--- src/rtl/muldiv_hilo_if.sv ---
// Handshake/data bundle between EX-stage control and the HI/LO mul/div unit.
// The master issues Start/Op/A/B; the slave returns Busy/Done and HI/LO.
interface muldiv_hilo_if #(
  parameter int WIDTH = 32
);
  logic             Start;
  logic [2:0]       Op;
  logic [WIDTH-1:0] A;
  logic [WIDTH-1:0] B;
  logic             Busy;
  logic             Done;
  logic [WIDTH-1:0] HI;
  logic [WIDTH-1:0] LO;

  modport master (
    output Start, Op, A, B,
    input  Busy, Done, HI, LO
  );

  modport slave (
    input  Start, Op, A, B,
    output Busy, Done, HI, LO
  );
endinterface

--- src/rtl/muldiv_hilo_unit.sv ---
// Iterative shift-add multiply / restoring divide unit owning HI/LO.
// One bit per cycle on magnitudes; signs are fixed up in a final cycle.
module muldiv_hilo_unit #(
  parameter int WIDTH = 32
) (
  input  logic        Clk,
  input  logic        Rst,
  muldiv_hilo_if.slave bus
);
  localparam int CW = $clog2(WIDTH + 1);

  localparam logic [2:0] OP_MULT  = 3'b001;
  localparam logic [2:0] OP_MULTU = 3'b010;
  localparam logic [2:0] OP_DIV   = 3'b011;
  localparam logic [2:0] OP_DIVU  = 3'b100;
  localparam logic [2:0] OP_MTHI  = 3'b101;
  localparam logic [2:0] OP_MTLO  = 3'b110;

  typedef enum logic [1:0] {
    IDLE,
    MUL,
    DIV,
    FIX
  } state_e;

  state_e           state_q, state_d;
  logic [CW-1:0]    cnt_q, cnt_d;
  logic [WIDTH-1:0] acc_q, acc_d;
  logic [WIDTH-1:0] wrk_q, wrk_d;
  logic [WIDTH-1:0] opnd_q, opnd_d;
  logic             neg_q, neg_d;
  logic             dneg_q, dneg_d;
  logic             isdiv_q, isdiv_d;
  logic             dz_q, dz_d;
  logic [WIDTH-1:0] hi_q, hi_d;
  logic [WIDTH-1:0] lo_q, lo_d;
  logic             done_q, done_d;

  logic             sgn_op;
  logic             a_neg;
  logic             b_neg;
  logic [WIDTH-1:0] a_mag;
  logic [WIDTH-1:0] b_mag;
  logic [WIDTH:0]   sum;
  logic [WIDTH:0]   sh;
  logic [WIDTH:0]   diff;
  logic [2*WIDTH-1:0] prod;
  logic [2*WIDTH-1:0] prod_fix;
  logic [WIDTH-1:0] quo_fix;
  logic [WIDTH-1:0] rem_fix;

  assign sgn_op = (bus.Op == OP_MULT) || (bus.Op == OP_DIV);
  assign a_neg  = sgn_op && bus.A[WIDTH-1];
  assign b_neg  = sgn_op && bus.B[WIDTH-1];
  assign a_mag  = a_neg ? -bus.A : bus.A;
  assign b_mag  = b_neg ? -bus.B : bus.B;

  // wrk_q is the multiplier (shifted out LSB first) or the dividend/quotient
  assign sum  = {1'b0, acc_q} +
                (wrk_q[0] ? {1'b0, opnd_q} : '0);
  assign sh   = {acc_q, wrk_q[WIDTH-1]};
  assign diff = sh - {1'b0, opnd_q};

  assign prod     = {acc_q, wrk_q};
  assign prod_fix = neg_q ? -prod : prod;
  // zero divisor yields an all-ones quotient and the dividend as remainder
  assign quo_fix  = dz_q ? '1 : (neg_q ? -wrk_q : wrk_q);
  assign rem_fix  = dneg_q ? -acc_q : acc_q;

  always_comb begin
    state_d = state_q;
    cnt_d   = cnt_q;
    acc_d   = acc_q;
    wrk_d   = wrk_q;
    opnd_d  = opnd_q;
    neg_d   = neg_q;
    dneg_d  = dneg_q;
    isdiv_d = isdiv_q;
    dz_d    = dz_q;
    hi_d    = hi_q;
    lo_d    = lo_q;
    done_d  = 1'b0;
    case (state_q)
      IDLE: begin
        if (bus.Start) begin
          case (bus.Op)
            OP_MTHI: hi_d = bus.A;
            OP_MTLO: lo_d = bus.A;
            OP_MULT, OP_MULTU, OP_DIV, OP_DIVU: begin
              acc_d   = '0;
              wrk_d   = a_mag;
              opnd_d  = b_mag;
              neg_d   = a_neg ^ b_neg;
              dneg_d  = a_neg;
              isdiv_d = (bus.Op == OP_DIV) ||
                        (bus.Op == OP_DIVU);
              dz_d    = (bus.B == '0);
              cnt_d   = CW'(WIDTH);
              state_d = isdiv_d ? DIV : MUL;
            end
            default: ;
          endcase
        end
      end
      MUL: begin
        acc_d = sum[WIDTH:1];
        wrk_d = {sum[0], wrk_q[WIDTH-1:1]};
        cnt_d = cnt_q - 1'b1;
        if (cnt_q == CW'(1)) state_d = FIX;
      end
      DIV: begin
        if (!diff[WIDTH]) begin
          acc_d = diff[WIDTH-1:0];
          wrk_d = {wrk_q[WIDTH-2:0], 1'b1};
        end else begin
          acc_d = sh[WIDTH-1:0];
          wrk_d = {wrk_q[WIDTH-2:0], 1'b0};
        end
        cnt_d = cnt_q - 1'b1;
        if (cnt_q == CW'(1)) state_d = FIX;
      end
      FIX: begin
        if (isdiv_q) begin
          hi_d = rem_fix;
          lo_d = quo_fix;
        end else begin
          hi_d = prod_fix[2*WIDTH-1:WIDTH];
          lo_d = prod_fix[WIDTH-1:0];
        end
        done_d  = 1'b1;
        state_d = IDLE;
      end
      default: state_d = IDLE;
    endcase
  end

  always_ff @(posedge Clk) begin
    if (Rst) begin
      state_q <= IDLE;
      cnt_q   <= '0;
      acc_q   <= '0;
      wrk_q   <= '0;
      opnd_q  <= '0;
      neg_q   <= 1'b0;
      dneg_q  <= 1'b0;
      isdiv_q <= 1'b0;
      dz_q    <= 1'b0;
      hi_q    <= '0;
      lo_q    <= '0;
      done_q  <= 1'b0;
    end else begin
      state_q <= state_d;
      cnt_q   <= cnt_d;
      acc_q   <= acc_d;
      wrk_q   <= wrk_d;
      opnd_q  <= opnd_d;
      neg_q   <= neg_d;
      dneg_q  <= dneg_d;
      isdiv_q <= isdiv_d;
      dz_q    <= dz_d;
      hi_q    <= hi_d;
      lo_q    <= lo_d;
      done_q  <= done_d;
    end
  end

  assign bus.Busy = (state_q != IDLE);
  assign bus.Done = done_q;
  assign bus.HI   = hi_q;
  assign bus.LO   = lo_q;
endmodule

--- src/flat_wrapper.sv ---
// flat-port wrapper written by rule: the top's interface ports become plain ports
module muldiv_hilo_unit_flat 
#(
  parameter int WIDTH = 32
)
  (Clk, Rst, bus_Start, bus_Op, bus_A, bus_B, bus_Busy, bus_Done, bus_HI, bus_LO);
  muldiv_hilo_if #(.WIDTH(WIDTH)) bus_i ();
  input  logic Clk;
  input  logic Rst;
  input wire logic [$bits(bus_i.Start)-1:0] bus_Start;
  input wire logic [$bits(bus_i.Op)-1:0] bus_Op;
  input wire logic [$bits(bus_i.A)-1:0] bus_A;
  input wire logic [$bits(bus_i.B)-1:0] bus_B;
  output wire logic [$bits(bus_i.Busy)-1:0] bus_Busy;
  output wire logic [$bits(bus_i.Done)-1:0] bus_Done;
  output wire logic [$bits(bus_i.HI)-1:0] bus_HI;
  output wire logic [$bits(bus_i.LO)-1:0] bus_LO;
  assign bus_i.Start = bus_Start;
  assign bus_i.Op = bus_Op;
  assign bus_i.A = bus_A;
  assign bus_i.B = bus_B;
  assign bus_Busy = bus_i.Busy;
  assign bus_Done = bus_i.Done;
  assign bus_HI = bus_i.HI;
  assign bus_LO = bus_i.LO;
  muldiv_hilo_unit #(.WIDTH(WIDTH)) u_core (.Clk(Clk), .Rst(Rst), .bus(bus_i));
endmodule
--- config.mk ---
export PLATFORM = sky130hd
export DESIGN_NAME = muldiv_hilo_unit_flat
export DESIGN_NICKNAME = d
export VERILOG_FILES = /design/src/rtl/muldiv_hilo_if.sv /design/src/rtl/muldiv_hilo_unit.sv /design/src/flat_wrapper.sv
export SDC_FILE = /design/constraint.sdc
export NUM_CORES = 1
export LEC_CHECK = 0
export ABC_CLOCK_PERIOD_IN_PS = 8300
export CELL_PAD_IN_SITES_DETAIL_PLACEMENT = 1
export CELL_PAD_IN_SITES_GLOBAL_PLACEMENT = 1
export CORE_MARGIN = 5
export CORE_UTILIZATION = 32
export CTS_BUF_LIST = sky130_fd_sc_hd__clkbuf_16
export DETAILED_ROUTE_END_ITERATION = 10
export GPL_TIMING_DRIVEN = 0
export PLACE_DENSITY = 0.71
export SYNTH_ARGS = -nofsm -noshare
export SYNTH_HDL_FRONTEND = slang
export SYNTH_SLANG_ARGS = --single-unit
export TNS_END_PERCENT = 20
--- constraint.sdc ---
create_clock -name Clk -period 8.3 [get_ports Clk]
set_input_delay 2.075 -clock Clk [delete_from_list [all_inputs] [get_ports Clk]]
set_output_delay 2.075 -clock Clk [all_outputs]
set_load 0.01 [all_outputs]
# Yosys cells after proc, flatten, opt, wreduce, memory -nomap -nowiden

Cells that the tools add are included.

Add/subtract/negate cells: 8
Equal/unequal tests: 15
Muxes and demuxes: 32
Bitwise logic cells: 1
Reduce and logical (&&, ||, !) cells: 18

Operators with widths:

| operator                                            | number |
|---|---|
| 2-to-1 mux 32 bit                                   | 17 |
| one-hot mux 32 bit (3 select lines)                 | 2 |
| negator 32 bit                                      | 4 |
| one-hot mux 32 bit (2 select lines)                 | 2 |
| 2-to-1 mux 64 bit                                   | 1 |
| negator 64 bit                                      | 1 |
| adder 32 x 33 -> 33 bit                             | 1 |
| subtractor 33 x 32 -> 33 bit                        | 1 |
| zero test 32 bit                                    | 1 |
| AND reduction 3 bit                                 | 6 |
| 2-to-1 mux 6 bit                                    | 2 |
| one-hot mux 6 bit (2 select lines)                  | 1 |
| equality test 3 bit, second input constant          | 3 |
| 2-to-1 mux 2 bit                                    | 4 |
| inequality test 2 bit, second input constant        | 4 |
| equality test 3 x 2 -> 1 bit, second input constant | 2 |
| equality test 6 x 1 -> 1 bit, second input constant | 1 |
| one-hot mux 2 bit (3 select lines)                  | 1 |
| nonzero test 2 bit                                  | 3 |
| subtractor 6 x 1 -> 6 bit, second input constant    | 1 |
| equality test 2 bit, second input constant          | 2 |
| OR reduction 4 bit                                  | 1 |
| equality test 3 x 1 -> 1 bit, second input constant | 1 |
| nonzero test 3 bit                                  | 1 |
| 8 further kinds                                     | 11 |

Flip-flop bits (word level): 173
Input bits: 70
Logic and storage cells: 86

# Depth between registers and ports, before layout

Gate-level depths: netlist of run 1.

Depth in word-level cells: 7
Depth in mapped cells: 16
Mapped depth without buffers: 13

# Worst setup path before layout of run 1

OpenSTA, ideal clock, no wires.

Path kind: in2reg
Start point: input bus_B[17]
End point: register u_core.opnd_q[29]
Setup time: 0.086 ns
Arrival time: 4.143 ns
Setup slack: 4.072 ns
Cell stages on the path: 8
Path buffers: 0
Path through: or4_1 -> or3_1 -> nor2_1 -> nand2_1 -> or4_1 -> o31ai_1 -> xor2_1 -> a211oi_1

Word-level cells in the longest chain between the ends: 2

RTL lines:

| what                   | RTL line                | text |
|---|---|---|
| start: declaration     | flat_wrapper.sv:13      | `input wire logic [$bits(bus_i.B)-1:0] bus_B;` |
| negator 32 bit         | muldiv_hilo_unit.sv:56  | `assign b_mag = b_neg ? -bus.B : bus.B;` |
| 2-to-1 mux 32 bit      | muldiv_hilo_unit.sv:56  |  |
| end signal: assignment | muldiv_hilo_unit.sv:156 | `opnd_q <= opnd_d;` |
| end: declaration       | muldiv_hilo_unit.sv:30  | `logic [WIDTH-1:0] opnd_q, opnd_d;` |

No other way between the ends.
A chain may end at the register's enable or synchronous reset.

# Worst setup path after layout of run 1

Start point: input bus_Op[0]
End point: register u_core.wrk_q[1]

Word-level cells in the longest chain between the ends: 7
Elaborated cells on any way between the ends: 13
Classes of those cells: eq/ne: 5; mux: 4; reduce/logical: 4

RTL lines:

| what                                                                         | RTL line                                       | text |
|---|---|---|
| start: declaration                                                           | flat_wrapper.sv:11                             | `input wire logic [$bits(bus_i.Op)-1:0] bus_Op;` |
| equality test 3 x 1 -> 1 bit or equality test 3 x 2 -> 1 bit (tied branches) | muldiv_hilo_unit.sv:52, muldiv_hilo_unit.sv:86 |  |
| logical OR 1 bit                                                             | muldiv_hilo_unit.sv:52                         | `assign sgn_op = (bus.Op == OP_MULT) \|\| (bus.Op == OP_DIV);` |
| logical AND 1 bit                                                            | muldiv_hilo_unit.sv:53                         | `assign a_neg = sgn_op && bus.A[WIDTH-1];` |
| 2-to-1 mux 32 bit                                                            | muldiv_hilo_unit.sv:55                         | `assign a_mag = a_neg ? -bus.A : bus.A;` |
| 2-to-1 mux 32 bit                                                            | muldiv_hilo_unit.sv:86                         | `case (bus.Op)` |
| 2-to-1 mux 32 bit                                                            | muldiv_hilo_unit.sv:85                         | `if (bus.Start) begin` |
| one-hot mux 32 bit (3 select lines)                                          | muldiv_hilo_unit.sv:83                         | `case (state_q)` |
| end signal: assignment                                                       | muldiv_hilo_unit.sv:155                        | `wrk_q <= wrk_d;` |
| end: declaration                                                             | muldiv_hilo_unit.sv:29                         | `logic [WIDTH-1:0] wrk_q, wrk_d;` |

Several ways; a longest one is shown, not always the timed one. The select of a mux whose other input is x is not followed.

==> run_results.csv, run 1 <==
group,metric,value,unit
yosys,synth_area,0.0142,mm^2
worst_setup_path,slowest_delay,730,ps
clock_tree,clk-insertion-delay-late,500,ps
yosys,ys_warn_count,0,
yosys,synth-seq-cells,173,
timing,drv_slew,0,
layout,diodes,0,
die,initial_core_util,32.2,%
timing,relSlewSlack,26.4,%
clock_tree,clk_pin_slew_worst_paths,80,ps
die,num_io_pins,136,
worst_setup_path,crit_buf_inv,3,
global_route,grt-ovfl-total,0,
die,fp.dieH,221,um
timing,period_minus_slack,5080,ps
route,met2_length,29100,um
yosys,postSynthAreaPerCell,7.40,um^2
yosys,ys_seq_area_share,24.4,%
pwr,pwr-share-seq,28.1,%
min_path,min-delay-path-class,"reg -> reg",
worst_setup_path,r2r-start,"u_core.wrk_q[0]$_SDFFE_PP0P_",
pwr,p_per_area,239,mW/mm^2
route,dr.first_iter.drc_count,1008,
yosys,netlist_instances,1921,
yosys,synth_cell_type_count,76,
timing,hold_viol,0,
route,drt-pass1-iter-count,5,
clock_tree,clock-root-buffer,"clkbuf_16",
timing,fin_crit_sh,61.2,%
clock_tree,cts_buffers,17,
placement,placement.io_buffers,132,
route,wl_met3,3850,um
clock_tree,post_cts_buffers,0,
worst_setup_path,critPathRequiredTime,8660,ps
layout,fillerInstances,5569,
clock_tree,cts_resized,0,
pwr,power.share.combinational,50.7,%
die,fp-row-count,77,
route,routed_wl,62500,um
die,die_w,221,um
timing,setup_ws,3220,ps
layout,final_util,38.2,%
global_route,first_global_vias,15900,
worst_setup_path,worstPathArrival,5430,ps
clock_tree,numClockSinks,173,
clock_tree,cts_tree,"yes",
pwr,sw_frac_of_total,46.4,%
worst_setup_path,timing.critical_path.from,"bus_Op[0]",
run_status,status,"complete, no violations",
yosys,async_reset_ff_share,0,%
worst_setup_path,startpoint_type,"input pin",
placement,place_congestion,0.937,
global_route,grt_use_total,25.3,%
clock_tree,ctsHoldBuffers,0,
die,die_area,0.0487,mm^2
global_route,antenna_found_initial,0,
route,via_per_inst,5.82,
route,vias,15600,
pwr,vdd_ir_drop_max,162,uV
timing,worst_pin_slew,1100,ps
layout,multiInputGateArea,0.00994,mm^2
route,drcViolationCount,0,
layout,syn_to_final_growth,18.6,%
clock_tree,htree_levels,4,
worst_setup_path,end_kind,"register",
route,met1_length,26800,um
flow_run,maxCapViolCount,0,
placement,dp_hpwl,50000,um
pwr,p_switching,1.87,mW
route,wire_per_inst,23.4,um
timing,fmax,0.197,GHz
route,top_layer,"met4",
pwr,p_total,4.02,mW
global_route,grt_pass1_wl,94400,um
timing,grt_setup_unrepaired,"no",
worst_setup_path,cp_cell_sequence,"clkdlybuf4s50_1, nor2b_1, and2_1, clkbuf_1, clkbuf_1, nor2_1, a211oi_1, nor3_1, a21oi_1, nor2_1",
yosys,synth_edf_count,0,
yosys,synthFlopType,"dfxtp_1",
placement,place_ws,2890,ps
die,core,0.0441,mm^2
worst_setup_path,crit_fanout,10,
timing,tns,0,ps
pwr,p_leak,6.06,nW
worst_setup_path,slowest_stage,"nor2b_1",
worst_setup_path,critPathKind,"in -> reg",
global_route,grt_max_degree,17,
yosys,synth_nets,2068,
timing,final.setup_skew,16.9,ps
layout,finalNetCount,2219,
pwr,clkPwrFrac,21.3,%
route,ant_nets,0,
min_path,hold_start,"u_core.opnd_q[31]$_SDFFE_PP0P_",
layout,drive_gt1_share,2.73,%
timing,finalSetupViolCount,0,
worst_setup_path,critPathTopFamily,"buffers and inverters",
clock_tree,cts_buffer_depth,2,
layout,seq_area,0.00346,mm^2
pwr,p_int,2.16,mW
## worst register-to-register path, cell delays in order (launching register included)
cell	delay, ps
dfxtp_1	520
clkinv_1	420
clkbuf_1	370
nor2_1	210
ha_1	280
nand4_1	140
nor3_1	180
nand2_1	110
a211oi_1	580
o21ai_0	320
a2111oi_0	680
o21ai_0	200
a21o_1	200
o211ai_1	90
## worst paths after layout
path                                    endpoint  slack [ps]  cells after the start
hold reg to reg   u_core.opnd_q[31]$_SDFFE_PP0P_         460                      2
setup reg to reg   u_core.acc_q[30]$_SDFFE_PP0P_        3880                     13
hold / removal    u_core.opnd_q[31]$_SDFFE_PP0P_         460                      2
setup / recovery    u_core.wrk_q[1]$_SDFFE_PP0P_        3220                     10
## state kept, by name (all words and copies together), names as in the netlist
name,cells
u_core.bus.Done,1
u_core.isdiv_q,1
u_core.wrk_q,32
u_core.acc_q,32
u_core.bus.HI,32
u_core.state_q,2
u_core.opnd_q,32
u_core.dz_q,1
u_core.bus.LO,32
u_core.dneg_q,1
u_core.cnt_q,6
u_core.neg_q,1
## synth_stat cells (7+ instances only)
cell	count	area share, %
a2111oi_0	8	0.49
a211o_1	12	0.74
a211oi_1	58	3.1
a21o_1	23	1.2
a21oi_1	218	7.7
a221o_1	23	1.6
a221oi_1	8	0.49
a22oi_1	26	1.4
a31oi_1	14	0.62
and2_1	11	0.48
buf_1	7	0.18
clkbuf_1	119	3.1
dfxtp_1	173	24
ha_1	75	6.6
inv_1	70	1.8
mux2i_1	39	2.7
nand2_1	181	4.8
nand2b_1	27	1.2
nand3_1	31	1.1
nand3b_1	7	0.37
nand4_1	11	0.48
nor2_1	197	5.2
nor2b_1	10	0.44
nor3_1	51	1.8
nor4_1	18	0.79
o211ai_1	39	2.1
o21a_1	12	0.63
o21ai_0	106	3.7
o21bai_1	7	0.37
o221ai_1	25	1.5
o31ai_1	15	0.79
o41ai_1	14	0.86
or3_1	27	1.2
or4_1	8	0.42
xnor2_1	101	6.2
xor2_1	62	3.8
## layer usage
layer,track usage [%],vias up
li1,-,7311
met1,31.8,7609
met2,42.3,535
met3,4.80,135
met4,11.1,0
met5,0,-
## power by group through the flow
stage / Combinational [mW] / Sequential, mW / Clock, mW
after floorplan: 1.34 / 1.10 / 0
after global placement: 1.96 / 1.13 / 0
after detailed placement: 2.00 / 1.14 / 0
after CTS: 2.01 / 1.12 / 0.870
after global routing: 2.20 / 1.14 / 0.896
final: 2.04 / 1.13 / 0.856
## cells by family after synthesis
| logic type | synth area share [%] |
|---|---|
| adders and majority gates | 6.88 |
| buffers and inverters | 5.72 |
| DFF | 24.4 |
| AOI/OAI and AO/OA | 29.7 |
| xor gates and xnor gates | 10.0 |
| and+or+nand+nor | 20.3 |
| muxes | 2.96 |
## metrics by stage
step	area, um^2	cells	hold WS (ps)
floorplan	14200	1921	432
global placement	16300	2645	442
detailed placement	16300	2645	449
CTS	16900	2677	457
global route	16900	2677	481
finish	16900	2677	456
## cells in the final DEF, fill, tap and decap left out, drive strengths merged, types with 10 or more instances in the layout
cell / n
ha: 75
inv: 75
nor2b: 10
o31ai: 15
nor3: 52
a211oi: 58
a22oi: 26
nand3: 31
a31oi: 14
nand2: 181
o221ai: 25
dfxtp: 173
clkdlybuf4s50: 132
a211o: 12
buf: 16
o21ai: 110
nor4: 20
o41ai: 14
o211ai: 39
a221o: 23
nand2b: 27
or3: 28
and2: 11
o21a: 12
a21oi: 219
nor2: 197
nand4: 11
mux2i: 39
xnor2: 101
clkbuf: 136
xor2: 62
a21o: 23
## cell type report
type                       count  share of cell area [%]
clock buffer                  17                    2.52
timing repair buffer         132                    7.84
multi-input combinational   1541                    59.0
sequential                   173                    20.5
clock inverter                15                   0.928
tap                          592                    4.39
buffer                       135                    3.22
inverter                      72                    1.60
Power figures use the tool's default switching activity.
==> run 2: changes to the inputs <==
ABC_CLOCK_PERIOD_IN_PS = 4300   (was 8300)
PLACE_DENSITY = 0.74   (was 0.71)
clock period = 4.3 ns   (was 8.3 ns; I/O delays follow)
==> run_results.csv, run 2 (synthesis gave the netlist of run 1 again) <==
group,metric,value,unit
route,vias,15800,
clock_tree,clock-root-buffer,"clkbuf_16",
layout,syn_to_final_growth,18.7,%
die,fp-row-count,77,
layout,mostFrequentLayoutCells,"a21oi_1 (217), nor2_1 (197), nand2_1 (181)",
layout,finalNetCount,2219,
min_path,min-delay-path-class,"reg -> reg",
flow_run,maxCapViolCount,0,
placement,dp_hpwl,49200,um
die,initial_core_util,32.2,%
route,dr.first_iter.drc_count,1143,
global_route,grt_use_total,24.8,%
global_route,grt-ovfl-total,0,
timing,worst_pin_slew,1180,ps
timing,drv_slew,0,
worst_setup_path,end_kind,"register",
clock_tree,ctsHoldBuffers,0,
timing,relSlewSlack,20.7,%
global_route,use_met2,42.7,%
die,num_io_pins,136,
global_route,grt-busiest-layer,"met2",
route,wire_per_inst,23.1,um
die,core,0.0441,mm^2
timing,fmax,0.239,GHz
global_route,grt_pass1_wl,93600,um
timing,period_minus_slack,4190,ps
timing,final.setup_skew,17.4,ps
route,via_per_inst,5.88,
clock_tree,cts_resized,0,
worst_setup_path,worstPathArrival,4560,ps
clock_tree,cts_tree,"yes",
die,die_w,221,um
worst_setup_path,slowest_delay,950,ps
worst_setup_path,crit_fanout,10,
worst_setup_path,critPathRequiredTime,4680,ps
clock_tree,cts_buffers,17,
global_route,met3_usage,3.28,%
clock_tree,numClockSinks,173,
route,routed_wl,61900,um
layout,final_common_cell,"a21oi_1",
route,drt-pass1-iter-count,5,
global_route,first_global_vias,15900,
die,die_area,0.0487,mm^2
worst_setup_path,cp_cell_sequence,"clkdlybuf4s50_1, nor2_1, xnor2_1, a21oi_1, or2_2, nor3_1, clkbuf_1, o21ai_0, o211ai_1",
global_route,gr-usage-met1,31.5,%
layout,drive_gt1_share,3.12,%
die,fp.dieH,221,um
timing,hold_viol,0,
timing,hold_slack,458,ps
pwr,p_total,7.73,mW
route,drcViolationCount,0,
placement,place_ws,-418,ps
clock_tree,clk-insertion-delay-late,480,ps
route,ant_nets,0,
timing,tns,0,ps
placement,placement.io_buffers,132,
placement,place_congestion,0.962,
timing,grt_setup_unrepaired,"no",
global_route,grt_max_degree,17,
clock_tree,htree_levels,4,
timing,setup_ws,115,ps
run_status,status,"complete, no violations",
pwr,p_per_area,458,mW/mm^2
worst_setup_path,startpoint_type,"input pin",
timing,finalSetupViolCount,0,
clock_tree,post_cts_buffers,0,
pwr,vdd_ir_drop_max,271,uV
global_route,antenna_found_initial,0,
worst_setup_path,slowest_stage,"nor3_1",
clock_tree,cts_buffer_depth,2,
clock_tree,clk_pin_slew_worst_paths,80,ps
pwr,p_leak,6.05,nW
layout,final_util,38.2,%
worst_setup_path,critPathKind,"in -> reg",
timing,fin_crit_sh,97.3,%
==> run 2: cell count changes in the layout (fill, tap and decap cells not counted), moves of 2 or more <==
cell | previous run | this run
clkinv_2 | 2 | 4
inv_1 | 74 | 71
inv_6 | 1 | 3
o21ai_0 | 106 | 104
o21ai_1 | 4 | 6
==> run 2: worst max-delay path, delay by kind of cell <==
family	cells	cell delay, ps
buffers and inverters	2	1230
AND/OR/NAND/NOR	3	1420
XOR/XNOR	1	240
AO/OA/AOI/OAI	3	590
==> run 2: path summary, 6_finish.rpt <==
kind                                  start                        endpoint  cells after the start  slack [ps]
max reg2reg    u_core.wrk_q[0]$_SDFFE_PP0P_  u_core.bus.HI[30]$_SDFFE_PP0P_                     11         140
max                               bus_Op[0]   u_core.acc_q[28]$_SDFFE_PP0P_                      9         110
min reg2reg  u_core.bus.LO[14]$_SDFFE_PP0P_  u_core.bus.LO[14]$_SDFFE_PP0P_                      2         460
min          u_core.bus.LO[14]$_SDFFE_PP0P_  u_core.bus.LO[14]$_SDFFE_PP0P_                      2         460
==> run 2: cell type report <==
class / instances / area, um^2
Fill cell: 5591 / 27300
Multi-Input combinational cell: 1541 / 9950
Sequential cell: 173 / 3460
Timing Repair Buffer: 132 / 1320
Tap cell: 592 / 741
Buffer: 135 / 544
Clock buffer: 17 / 425
Inverter: 72 / 270
Clock inverter: 15 / 146
Antenna cell: 1 / 2.50
==> run 2: stage by stage <==
step	area [um^2]	instances
CTS	16800	2677
detailed placement	16300	2645
floorplan	14200	1921
global route	16900	2677
finish	16900	2678
global placement	16300	2645
==> run 2: report_power, final <==
group	leakage, nW	total [mW]	switching [mW]	internal (mW)
Sequential	1.41	2.18	0.295	1.89
Combinational	4.35	3.94	2.55	1.38
Clock	0.290	1.61	0.757	0.856
Total	6.05	7.73	3.60	4.12
==> run 2: metal layers <==
layer  up-vias  wire [um]
li1       7321          -
met1      7784      26300
met2       534      29500
met3       121       3700
met4         0       2290
met5         -          0
